==> config.mk <==
export PLATFORM = sky130hd
export DESIGN_NAME = decode_execute_pipe
export DESIGN_NICKNAME = d
export VERILOG_FILES = /design/src/rtl/decode_pkg.sv /design/src/rtl/decode_execute_pipe_slot.sv /design/src/rtl/decode_execute_pipe.sv
export SDC_FILE = /design/constraint.sdc
export NUM_CORES = 1
export LEC_CHECK = 0
export CORE_MARGIN = 2
export CORE_UTILIZATION = 30
export DETAILED_ROUTE_END_ITERATION = 7
export PLACE_DENSITY = 0.51
export SLEW_MARGIN = 15
export SYNTH_ARGS = -nofsm -noshare
export SYNTH_HDL_FRONTEND = slang
export SYNTH_SLANG_ARGS = --single-unit
==> constraint.sdc <==
create_clock -name clk -period 2.26 [get_ports clk]
set_clock_uncertainty 0.1 [all_clocks]
set_input_delay 0.339 -clock clk [delete_from_list [all_inputs] [get_ports clk]]
set_output_delay 0.339 -clock clk [all_outputs]
set_load 0.01 [all_outputs]
==> src/rtl/decode_pkg.sv <==
// Shared decode/execute definitions: control-bundle bit layout, bubble encoding
// and the occupancy states of the decode->execute pipe register.
package decode_pkg;

    localparam int CTRL_WIDTH      = 8;

    localparam int CTRL_BRANCH     = 7;
    localparam int CTRL_REG_WRITE  = 6;
    localparam int CTRL_MEM_READ   = 5;
    localparam int CTRL_MEM_TO_REG = 4;
    localparam int CTRL_ALU_OP_HI  = 3;
    localparam int CTRL_ALU_OP_LO  = 2;
    localparam int CTRL_MEM_WRITE  = 1;
    localparam int CTRL_ALU_SRC    = 0;

    localparam int ALU_OP_WIDTH    = CTRL_ALU_OP_HI - CTRL_ALU_OP_LO + 1;

    localparam logic [31:0] NOP_INSTR = '0;

    typedef enum logic [1:0] {
        PIPE_EMPTY,
        PIPE_ONE,
        PIPE_FULL
    } pipe_state_e;

    function automatic logic [ALU_OP_WIDTH-1:0] ctrl_alu_op(input logic [CTRL_WIDTH-1:0] ctrl);
        return ctrl[CTRL_ALU_OP_HI:CTRL_ALU_OP_LO];
    endfunction

endpackage

==> src/rtl/decode_execute_pipe_slot.sv <==
// One storage slot of the decode->execute pipe: valid bit plus flat payload register.
// clear wipes valid and payload; drop only invalidates, leaving the payload in place.
module pipe_slot #(
    parameter int WIDTH = 72
) (
    input  logic             clk,
    input  logic             rst_n,
    input  logic             load,
    input  logic             clear,
    input  logic             drop,
    input  logic [WIDTH-1:0] data_in,
    output logic             valid,
    output logic [WIDTH-1:0] data
);

    always_ff @(posedge clk) begin
        if (!rst_n || clear) begin
            valid <= 1'b0;
            data  <= '0;
        end else if (load) begin
            valid <= 1'b1;
            data  <= data_in;
        end else if (drop) begin
            valid <= 1'b0;
        end
    end

endmodule

==> src/rtl/decode_execute_pipe.sv <==
// Decode->execute pipeline register with valid/ready handshake, 2-entry skid buffer and flush.
// Main slot drives out_*; skid slot absorbs the one entry accepted while execute stalls.
module decode_execute_pipe
    import decode_pkg::*;
#(
    parameter int WORD_SIZE  = 32,
    parameter int CTRL_WIDTH = decode_pkg::CTRL_WIDTH
) (
    input  logic                  clk,
    input  logic                  rst_n,
    input  logic                  flush,
    input  logic                  in_valid,
    output logic                  in_ready,
    input  logic [WORD_SIZE-1:0]  in_pc,
    input  logic [WORD_SIZE-1:0]  in_instruction,
    input  logic [CTRL_WIDTH-1:0] in_ctrl,
    output logic                  out_valid,
    input  logic                  out_ready,
    output logic [WORD_SIZE-1:0]  out_pc,
    output logic [WORD_SIZE-1:0]  out_instruction,
    output logic [CTRL_WIDTH-1:0] out_ctrl
);

    localparam int SLOT_W = 2 * WORD_SIZE + CTRL_WIDTH;

    pipe_state_e state;
    pipe_state_e state_next;

    logic              accept;
    logic              retire;

    logic              main_load;
    logic              main_clear;
    logic              main_drop;
    logic              main_from_skid;
    logic              main_valid;
    logic [SLOT_W-1:0] main_data;
    logic [SLOT_W-1:0] main_data_in;

    logic              skid_load;
    logic              skid_clear;
    logic              skid_valid;
    logic [SLOT_W-1:0] skid_data;

    logic [SLOT_W-1:0] in_payload;

    assign in_payload = {in_pc, in_instruction, in_ctrl};

    // skid_valid is a flop output, so in_ready has no combinational input path
    assign in_ready  = !skid_valid;
    assign out_valid = main_valid;

    assign accept = in_valid && in_ready;
    assign retire = main_valid && out_ready;

    assign main_data_in = main_from_skid ? skid_data : in_payload;

    assign {out_pc, out_instruction, out_ctrl} = main_data;

    always_ff @(posedge clk) begin
        if (!rst_n) begin
            state <= PIPE_EMPTY;
        end else begin
            state <= state_next;
        end
    end

    always_comb begin
        state_next     = state;
        main_load      = 1'b0;
        main_clear     = 1'b0;
        main_drop      = 1'b0;
        main_from_skid = 1'b0;
        skid_load      = 1'b0;
        skid_clear     = 1'b0;

        if (flush) begin
            state_next = PIPE_EMPTY;
            main_clear = 1'b1;
            skid_clear = 1'b1;
        end else begin
            case (state)
                PIPE_EMPTY: begin
                    if (accept) begin
                        main_load  = 1'b1;
                        state_next = PIPE_ONE;
                    end
                end
                PIPE_ONE: begin
                    if (accept && retire) begin
                        main_load = 1'b1;
                    end else if (accept) begin
                        skid_load  = 1'b1;
                        state_next = PIPE_FULL;
                    end else if (retire) begin
                        main_drop  = 1'b1;
                        state_next = PIPE_EMPTY;
                    end
                end
                PIPE_FULL: begin
                    // in_ready is low here, so only the skid entry can move forward
                    if (retire) begin
                        main_load      = 1'b1;
                        main_from_skid = 1'b1;
                        skid_clear     = 1'b1;
                        state_next     = PIPE_ONE;
                    end
                end
                default: begin
                    state_next = PIPE_EMPTY;
                    main_clear = 1'b1;
                    skid_clear = 1'b1;
                end
            endcase
        end
    end

    pipe_slot #(
        .WIDTH(SLOT_W)
    ) u_main_slot (
        .clk     (clk),
        .rst_n   (rst_n),
        .load    (main_load),
        .clear   (main_clear),
        .drop    (main_drop),
        .data_in (main_data_in),
        .valid   (main_valid),
        .data    (main_data)
    );

    pipe_slot #(
        .WIDTH(SLOT_W)
    ) u_skid_slot (
        .clk     (clk),
        .rst_n   (rst_n),
        .load    (skid_load),
        .clear   (skid_clear),
        .drop    (1'b0),
        .data_in (in_payload),
        .valid   (skid_valid),
        .data    (skid_data)
    );

endmodule
# After elaboration in Yosys (flattened, before gate mapping)

Index checks and enable logic that the tools add are counted.

Register bits: 148
Input port bits: 77
Output and inout port bits: 74
Word-level logic and storage cells: 52

Equal/unequal tests: 6
Muxes and demuxes: 27
Bitwise operators: 1
Reduce and logical (&&, ||, !) cells: 13

Operator list:

| kind                 | number |
|---|---|
| $mux W72             | 1 |
| $mux W1              | 18 |
| $mux W2              | 5 |
| $ne A2 B2 Y1 const B | 3 |
| $pmux W2 S3          | 1 |
| $reduce_and A4 Y1    | 1 |
| $reduce_or A2 Y1     | 2 |
| $logic_and A1 B1 Y1  | 3 |
| $ne A3 B3 Y1 const B | 1 |
| $pmux W1 S3          | 1 |
| $reduce_or A3 Y1     | 1 |
| $eq A2 B1 Y1 const B | 1 |
| $eq A2 B2 Y1 const B | 1 |
| $logic_not A1 Y1     | 2 |
| $logic_not A2 Y1     | 1 |
| $logic_or A1 B1 Y1   | 2 |
| $pmux W1 S2          | 1 |
| $reduce_bool A2 Y1   | 1 |
| $not A1 Y1           | 1 |

# Logic depth before layout (Yosys ltp)

Gate-level depths: netlist of run 1.

Word-level depth: 8
Depth in mapped cells: 7

# By module

Synthesis of run 1 repeated with hierarchy kept, for this count alone.

Cell total of the unflattened synthesis: 578
Area total of the unflattened synthesis: 6447.4 um^2

By module, submodules not included:

| module              | times used | cells each | area each (um^2) |
|---|---|---|---|
| pipe_slot           | 2          | 237        | 2673.8 |
| decode_execute_pipe | 1          | 104        | 1099.8 |

# Worst setup path after synthesis of run 1

No wires, ideal clock.

Path type: register to register
Start: reg u_main_slot.valid
End: reg u_main_slot.data[0]
Setup time: 0.122 ns
Arrival time: 1.489 ns
Required time: 2.038 ns
Slack: 0.550 ns
Stages on the path, launching flop included: 7
Path buffers: 2
Path through: dfxtp_1 -> a21boi_2 -> o31ai_4 -> and2b_1 -> buf_12 -> buf_12 -> a21oi_2

Cells in the longest elaborated chain, start to end: 5
Elaborated cells on any way between the ends: 9
Those cells by class: mux (7); reduce/logical (2)

RTL lines:

| element                                        | line                                                  | text |
|---|---|---|
| start: declaration                             | decode_execute_pipe_slot.sv:12                        | `output logic valid,` |
| start signal: assignment                       | decode_execute_pipe_slot.sv:18                        | `valid <= 1'b0;` |
| start signal: assignment                       | decode_execute_pipe_slot.sv:21                        | `valid <= 1'b1;` |
| start signal: assignment                       | decode_execute_pipe_slot.sv:24                        | `valid <= 1'b0;` |
| $logic_and A1 B1 Y1 *                          | decode_execute_pipe.sv:54                             | `assign retire = main_valid && out_ready;` |
| $logic_and A1 B1 Y1 or $mux W1 (tied branches) | decode_execute_pipe.sv:90, decode_execute_pipe.sv:102 |  |
| $mux W1, on equally long branches              | decode_execute_pipe.sv:90, decode_execute_pipe.sv:82  |  |
| $pmux W1 S3 or $mux W1 (tied branches)         | decode_execute_pipe.sv:82, decode_execute_pipe.sv:77  |  |
| $mux W1 or $mux W72 (tied branches)            | decode_execute_pipe.sv:77, decode_execute_pipe.sv:56  |  |
| end signal: assignment                         | decode_execute_pipe_slot.sv:22                        | `data <= data_in;` |
| end: declaration                               | decode_execute_pipe_slot.sv:13                        | `output logic [WIDTH-1:0] data` |

Mark *: on every way between the ends. The rest lies on a longest branch, timed or not.
A chain may end at the register's enable or synchronous reset.

# Worst setup path in the final report of run 1

Start: reg u_main_slot.valid
End: out out_valid

RTL lines:

| element          | line                      | text |
|---|---|---|
| end: declaration | decode_execute_pipe.sv:17 | `output logic out_valid,` |

No word-level cell between the ends.

==> results of run 1 <==
-- cell families (layout without fill, tap and decap cells) --
kind of cell / count (synthesis) / in the layout / share of synthesized area, %
compound gates: 224 / 224 / 22.9
flops: 148 / 148 / 48.2
buf+inv: 54 / 204 / 6.09
other cells: 0 / 1 / 0
mux: 74 / 74 / 12.0
simple gates: 160 / 160 / 10.7
-- worst min path at each step --
stage / to / slack [ns] / from / cells after the start
6_report: u_skid_slot.data[7] / 0.35 / u_skid_slot.data[7] / 2
5_1_grt: u_skid_slot.data[14] / 0.37 / u_skid_slot.data[14] / 2
4_1_cts: u_skid_slot.data[46] / 0.36 / u_skid_slot.data[46] / 2
3_5_place_dp: u_skid_slot.data[46] / 0.35 / u_skid_slot.data[46] / 2
3_3_place_gp: u_skid_slot.data[22] / 0.34 / u_skid_slot.data[22] / 2
2_1_floorplan: u_skid_slot.data[0] / 0.34 / u_skid_slot.data[0] / 2
-- synthesized netlist by cell type (2+ instances only) --
master and count:
a21oi_1 78, a21oi_2 70, and2_1 2, buf_1 2, buf_12 8, buf_2 9
buf_4 8, clkbuf_1 26, dfxtp_1 148, mux2i_1 74, nand2_1 147, nand2b_1 2
nor2_1 2, o21ai_0 73
-- per-stage QoR --
step	total power (µW)	hold slack [ns]	setup WS, ns
CTS	6380	0.355	0.278
finish	6310	0.354	0.297
global placement	3450	0.341	0.104
floorplan	3090	0.336	0.550
global route	6540	0.373	0.203
detailed placement	3460	0.346	0.0573
-- routing by layer --
metal	vias to the layer above	part of all wire, %	wire length [µm]
met5	-	0	0
met4	0	1.3	227
met3	18	5.6	967
met2	131	48	8280
met1	2406	45	7830
li1	2541	-	-
-- cell usage in the layout (no fill, tap or decap), types with 2 or more instances in the layout --
master and n:
mux2i_1 74, bufinv_16 2, inv_6 6, o21ai_0 73, buf_12 9, a21oi_2 70
nor2_1 2, a21oi_1 77, clkinv_4 3, dfxtp_1 148, nand2_1 145, clkdlybuf4s50_1 150
nand2_2 2, clkbuf_16 17, clkinvlp_4 2, nand2b_1 2, buf_4 12
-- sequential cells by signal, summed over array words and instances, names as in the netlist --
name and flops:
u_skid_slot.data 72, u_skid_slot.valid 1, u_main_slot.valid 1, state 2
u_main_slot.data 72
-- layout make-up --
cell class	count	area (µm²)	share of cell area (%)
inverter	1	3.75	0.0441
clock inverter	14	165	1.94
antenna	1	2.50	0.0294
clock buffer	18	439	5.16
timing repair buffer	171	1770	20.8
sequential	148	2960	34.8
multi-input combinational	458	2830	33.2
tap	270	338	3.97
-- power by group through the flow --
| stage | Sequential, µW | Clock, µW | Combinational [µW] |
|---|---|---|---|
| after floorplan | 2810 | 0 | 284 |
| after global placement | 2790 | 0 | 662 |
| after detailed placement | 2790 | 0 | 672 |
| after CTS | 2730 | 2970 | 676 |
| after global routing | 2740 | 3090 | 718 |
| final | 2730 | 2910 | 667 |
==> key figures, run 1 <==
Pwr
  • Comb pwr share: 10.6%
  • Sw frac: 25.3%
  • Lkg Pwr: 0.00271 µW
  • Psw: 1600 µW
  • Max rail drop VDD: between 0.5 and 0.6 mV
  • Clk pwr share: roughly 46%
  • Internal Power: around 4700 µW
  • Power per cell area: 741 nW/µm²
  • Seq pwr share: 43.3%

Route
  • DRC viols: 0
  • Post-DRT Antenna Nets: 0
  • Iter 0 DRT Violations: roughly 230
  • Avg Vias per Cell: 4.71
  • Wire length per cell: 16.0 µm
  • Iteration count of the initial detailed-routing pass: 4
  • Routed via count: 5,096
  • Routed wire length: 17,300 µm

Global routing
  • Largest net degree at the start of global routing: 47
  • First-pass GRT wire length: 27,400 µm
  • Initial antenna violation count: 1
  • Number of global-route vias before repair: 5,082
  • Met1 Resource Use GR: 20.3%
  • All-Layer GR Usage: 16.1%
  • GRT overflow: 0
  • GRT Max-Usage Layer: met2
  • Grt met3 use: 4.44%
  • Met2 Use GR: between 20% and 30%

Final layout
  • Final Cell Area: 8510 µm²
  • Final Instance Count excl. Fillers: 1,081
  • Synthesis-to-finish area growth: 38.5%
  • Finished Core Util: 42.2%
  • Final nets: 874
  • Share of cells above drive strength 1: around 16%
  • Fill cell count: 1,955

Clock tree
  • Sink Count: 148
  • Worst-Skew Late Latency: 0.43 ns
  • CTS tree: built
  • Hold Buf Count CTS: 0
  • CTS Buf Count: 17
  • Postcts setup bufs: 0
  • Root buf cell: clkbuf_16
  • CTS H-tree depth: 4
  • Clk buf depth: 2
  • CTS clk-pin slew, worst paths: 0.07 ns
  • Post_cts resized: 0

Setup path
  • Worst Setup SP: u_main_slot.valid
  • Startpoint type of the worst setup path: register
  • WP depth: 1
  • Reg2reg start: state[1]
  • Worst path arrival time: 1.52 ns
  • CP Cell Sequence: clkdlybuf4s50_1
  • Crit. End Element: output pin
  • Slowest CP cell: clkdlybuf4s50_1
  • Length in cells of the worst reg-to-reg path: 5
  • Critical path required time: roughly 1.8 ns
  • Critical Path End: out_valid
  • Worst-path maximum fanout: 6
  • CP Class: register to output pin
  • R2R Setup Slk: 0.34 ns
  • Buf/Inv on CP: 1
  • End of the worst register-to-register path: u_main_slot.data[52]
  • CP delay by family, top: buffers and inverters
  • Critical Path Max Stage Delay: 0.63 ns

Floorplanning
  • Die width: 147 µm
  • Die area: 21,700 µm²
  • Top Ports: 151
  • Core area: 20,200 µm²
  • Initial core utilization: 30.5%
  • Die height: 147 µm
  • Row count: 52

Run status
  • Status: completed

STA
  • Final slew viol count: 0
  • Measured slew at the worst slew-check pin: 0.505 ns
  • Final period utilization: roughly 87%
  • Hold Violations, Final: 0
  • Slew headroom: 66.3%
  • Achievable Freq: 509 MHz
  • Setup-failing EPs final: 0
  • Min Tclk post-route: slightly below 2 ns
  • Setup tns final: 0 ns
  • RSZ-0062 raised after global routing: no

Yosys
  • Warnings from Yosys: 0
  • Area leader, netlist: dfxtp_1
  • Synthesized area per cell: 9.31 µm²
  • Seq/Total Area, Yosys: 48.2%
  • FFs w/ async S/R, synth: 0%
  • Syn Inst Count: 660
  • Net Count, Synth: 737
  • EDFF count, synth: 0
  • FF+latch count, synth: 148
  • Yosys top cell area share: 48.2%
  • Yosys cell types: 25
  • Top cells by area, synth: dfxtp_1, mux2i_1, a21oi_2
  • Most used DFF post-synth: dfxtp_1
  • Synth Cell Area: 6150 µm²

Min path
  • Tightest Hold Check Type: register to register

Run
  • Max cap viols: 0

Placement
  • Area after DPL: between 7000 and 8000 µm²
  • Routability cong.: around 0.8
  • I/O Buffers: 150
  • Detailed Place HPWL: 11,600 µm
  • Cell count after placement: 1,048
No activity file was read; power rests on OpenSTA's default activity.
==> run 2: changes to the inputs <==
- ABC_AREA: not set -> 0
==> results of run 2 <==
No change in the layout: final DEF, timing and power equal those of run 1.
==> run 3: changes to the inputs <==
- MAX_ROUTING_LAYER: not set -> met4
- SYNTH_HIERARCHICAL: not set -> 1
==> run 3 against run 2 <==
Net effect:
- worst hold slack improved by 0.034 ns
- combinational power shrank 15%
- sequential share of layout area down 1.1 points
- maximum frequency rose by 0.83%
- register-to-register slack got worse by 0.03 ns
- cell count is 5.5% lower
- critical endpoint is now u_main_slot/data[42]
- largest cell class is now multi-input combinational cells
- highest routed layer unchanged
==> key figures, run 3 <==
Run status
  • Status: completed

Clock tree
  • Hold Buf Count CTS: 0 (unchanged)
  • CTS tree: built
  • CTS Buf Count: 17 (unchanged)
  • Postcts setup bufs: 0 (unchanged)
  • Worst-Skew Late Latency: 0.41 ns (-0.02 ns)
  • Post_cts resized: 0 (unchanged)
  • CTS clk-pin slew, worst paths: 0.06 ns (about the same)
  • Root buf cell: clkbuf_16
  • CTS H-tree depth: 4 (unchanged)
  • Sink Count: 148 (unchanged)
  • Clk buf depth: 2 (unchanged)

Yosys
  • Synthesized area per cell: 11.2 µm² (+20%)
  • Net Count, Synth: 655 (-11%)
  • Yosys cell types: 25 (unchanged)
  • Most frequent cells after synthesis: dfxtp_1, mux2i_1, nor2_1, mux2_2, mux2_1
  • Yosys top cell area share: 46.0% (-2.2 points)
  • Top cells by area, synth: dfxtp_1, mux2i_1, nor2_1
  • Syn Inst Count: 578 (-12%)
  • Area leader, netlist: dfxtp_1
  • Synth Cell Area: 6450 µm² (+4.9%)
  • Top-count cell post-synth: dfxtp_1
  • Most used DFF post-synth: dfxtp_1
  • FF+latch count, synth: 148 (unchanged)
  • Warnings from Yosys: 6 (+6)
  • EDFF count, synth: 0 (unchanged)
  • FFs w/ async S/R, synth: 0% (unchanged)
  • Seq/Total Area, Yosys: 46.0% (-2.2 points)

STA
  • Min Tclk post-route: 1.95 ns (-0.0161 ns)
  • Hold Violations, Final: 0 (unchanged)
  • Setup-failing EPs final: 0 (unchanged)
  • Setup tns final: 0 ns (unchanged)
  • RSZ-0062 raised after global routing: no
  • Final slew viol count: 0 (unchanged)
  • Final period utilization: 86.2% (-0.71 points)
  • Achievable Freq: 514 MHz (+0.83%)

Setup path
  • CP Class: register to register
  • Slowest CP cell: dfxtp_1
  • R2R Setup Slk: 0.31 ns (-0.03 ns)
  • Critical path required time: 2.45 ns (+0.63 ns)
  • CP Cell Sequence: nand2_1 > a211o_1 > a21oi_4 > buf_4 > mux2i_1 > nor2_1
  • Startpoint type of the worst setup path: register
  • Crit. End Element: register
  • Worst path arrival time: 2.14 ns (+0.62 ns)
  • Worst-path maximum fanout: 21 (+15)
  • Critical Path Max Stage Delay: 0.44 ns (-0.19 ns)

Placement
  • Routability cong.: 0.696 (-13%)
  • I/O Buffers: 150 (unchanged)
  • Detailed Place HPWL: 10,600 µm (-7.8%)
  • Area after DPL: 8140 µm² (+3.0%)

Final layout
  • Largest registers: u_main_slot/data (72), u_skid_slot/data (72), state (2)
  • Final nets: 811 (-7.2%)
  • Ant diodes: 0 (-1)
  • Final Cell Area: 8790 µm² (+3.2%)
  • Finished Core Util: 41.7% (-0.54 points)
  • Synthesis-to-finish area growth: 36.3%
  • Most frequent cells in the layout: clkdlybuf4s50_1, dfxtp_1, mux2i_1, nor2_1, mux2_2
  • Most common cell after layout, fill and taps aside: clkdlybuf4s50_1
  • Share of cells above drive strength 1: 14.7% (-1.7 points)

Floorplanning
  • Die height: 151 µm (+2.3%)
  • Core area: 21,100 µm² (+4.6%)
  • Top Ports: 151 (unchanged)
  • Row count: 53 (+1.9%)
  • Die area: 22,700 µm² (+4.8%)
  • Die width: 151 µm (+2.3%)
  • Initial core utilization: 30.6% (+0.097 points)

Min path
  • Tightest Hold Check Type: register to register

Global routing
  • Initial antenna violation count: 0 (-1)
  • First-pass GRT wire length: 24,600 µm (-10%)
  • Number of global-route vias before repair: 4,674 (-8.0%)
  • GRT overflow: 0 (unchanged)
  • All-Layer GR Usage: 14.5% (-1.6 points)
  • Largest net degree at the start of global routing: 49 (+4.3%)

Route
  • Avg Vias per Cell: 4.47 (-5.1%)
  • Iteration count of the initial detailed-routing pass: 4 (unchanged)
  • DRC viols: 0 (unchanged)
  • Wire length per cell: 15.1 µm (-5.7%)
  • Routed via count: 4,570 (-10%)
  • Iter 0 DRT Violations: 199 (-12%)
  • Post-DRT Antenna Nets: 0 (unchanged)
  • Routed wire length: 15,400 µm (-11%)

Pwr
  • Max rail drop VDD: 0.485 mV (-10%)
  • Lkg Pwr: 0.00306 µW (+13%)
  • Power per cell area: 717 nW/µm² (-3.2%)

Run
  • Max cap viols: 0 (unchanged)
## run 3: cell count changes after synthesis, moves of 8 or more
cell      previous run  this run
buf_4                8         0
o21ai_0             73         2
a21oi_1             78         3
buf_12               8        16
nor2_1               2       144
clkbuf_1            26         0
mux2_1               0        24
mux2i_1             74       144
nand2_1            147         2
mux2_2               0        48
a21oi_2             70         0
## run 3: per-layer routing
metal / wire length (µm) / up-vias / global-route usage, %
met5: 0 / - / -
met4: 221 / 0 / 4.86
met3: 687 / 16 / 3.82
met2: 7570 / 101 / 23.9
met1: 6950 / 2173 / 17.3
li1: - / 2280 / -
## run 3: final cells by class
| cell class | count | area, µm² |
|---|---|---|
| Fill cell | 2033 | 12300 |
| Sequential cell | 148 | 2960 |
| Inverter | 3 | 11.3 |
| Timing Repair Buffer | 176 | 1810 |
| Multi-Input combinational cell | 388 | 3020 |
| Clock inverter | 10 | 170 |
| Tap cell | 275 | 344 |
| Clock buffer | 22 | 474 |
## run 3: kinds of logic after synthesis
logic type / count (synthesis) / share of synthesized area, %
AOI/OAI and AO/OA: 8 / 0.757
buffers and inverters: 42 / 7.61
DFF: 148 / 46.0
muxes: 216 / 34.9
other: 1 / 0.0582
and+or+nand+nor: 163 / 10.7
## run 3: critical path: cells and delay by family, from the launching register on
kind                   cells  cell delay [ns]
AO/OA/AOI/OAI              2             0.51
flip-flops                 1             0.44
buffers and inverters      1             0.38
multiplexers               1             0.23
AND/OR/NAND/NOR            2             0.16
## run 3: path summary, 6_finish.rpt
kind                   startpoint                   end  cells after the start
max             u_main_slot/valid  u_main_slot/data[42]                      6
min          u_skid_slot/data[46]  u_skid_slot/data[46]                      2
max reg2reg     u_main_slot/valid  u_main_slot/data[42]                      6
min reg2reg  u_skid_slot/data[46]  u_skid_slot/data[46]                      2
## run 3: stage by stage
step / setup WS (ns) / total power (µW) / std cells / hold slack (ns)
after floorplan: 0.368 / 3050 / 578 / 0.354
after global placement: -0.110 / 3300 / 990 / 0.366
after detailed placement: -0.110 / 3300 / 990 / 0.378
after CTS: 0.281 / 6400 / 1022 / 0.394
after global routing: 0.163 / 6570 / 1022 / 0.405
final: 0.313 / 6300 / 1022 / 0.388
## run 3: power by group
| part | switching [µW] | total [µW] | internal, µW |
|---|---|---|---|
| Clock | 1110 | 3060 | 1950 |
| Combinational | 239 | 569 | 330 |
| Sequential | 24.3 | 2670 | 2650 |
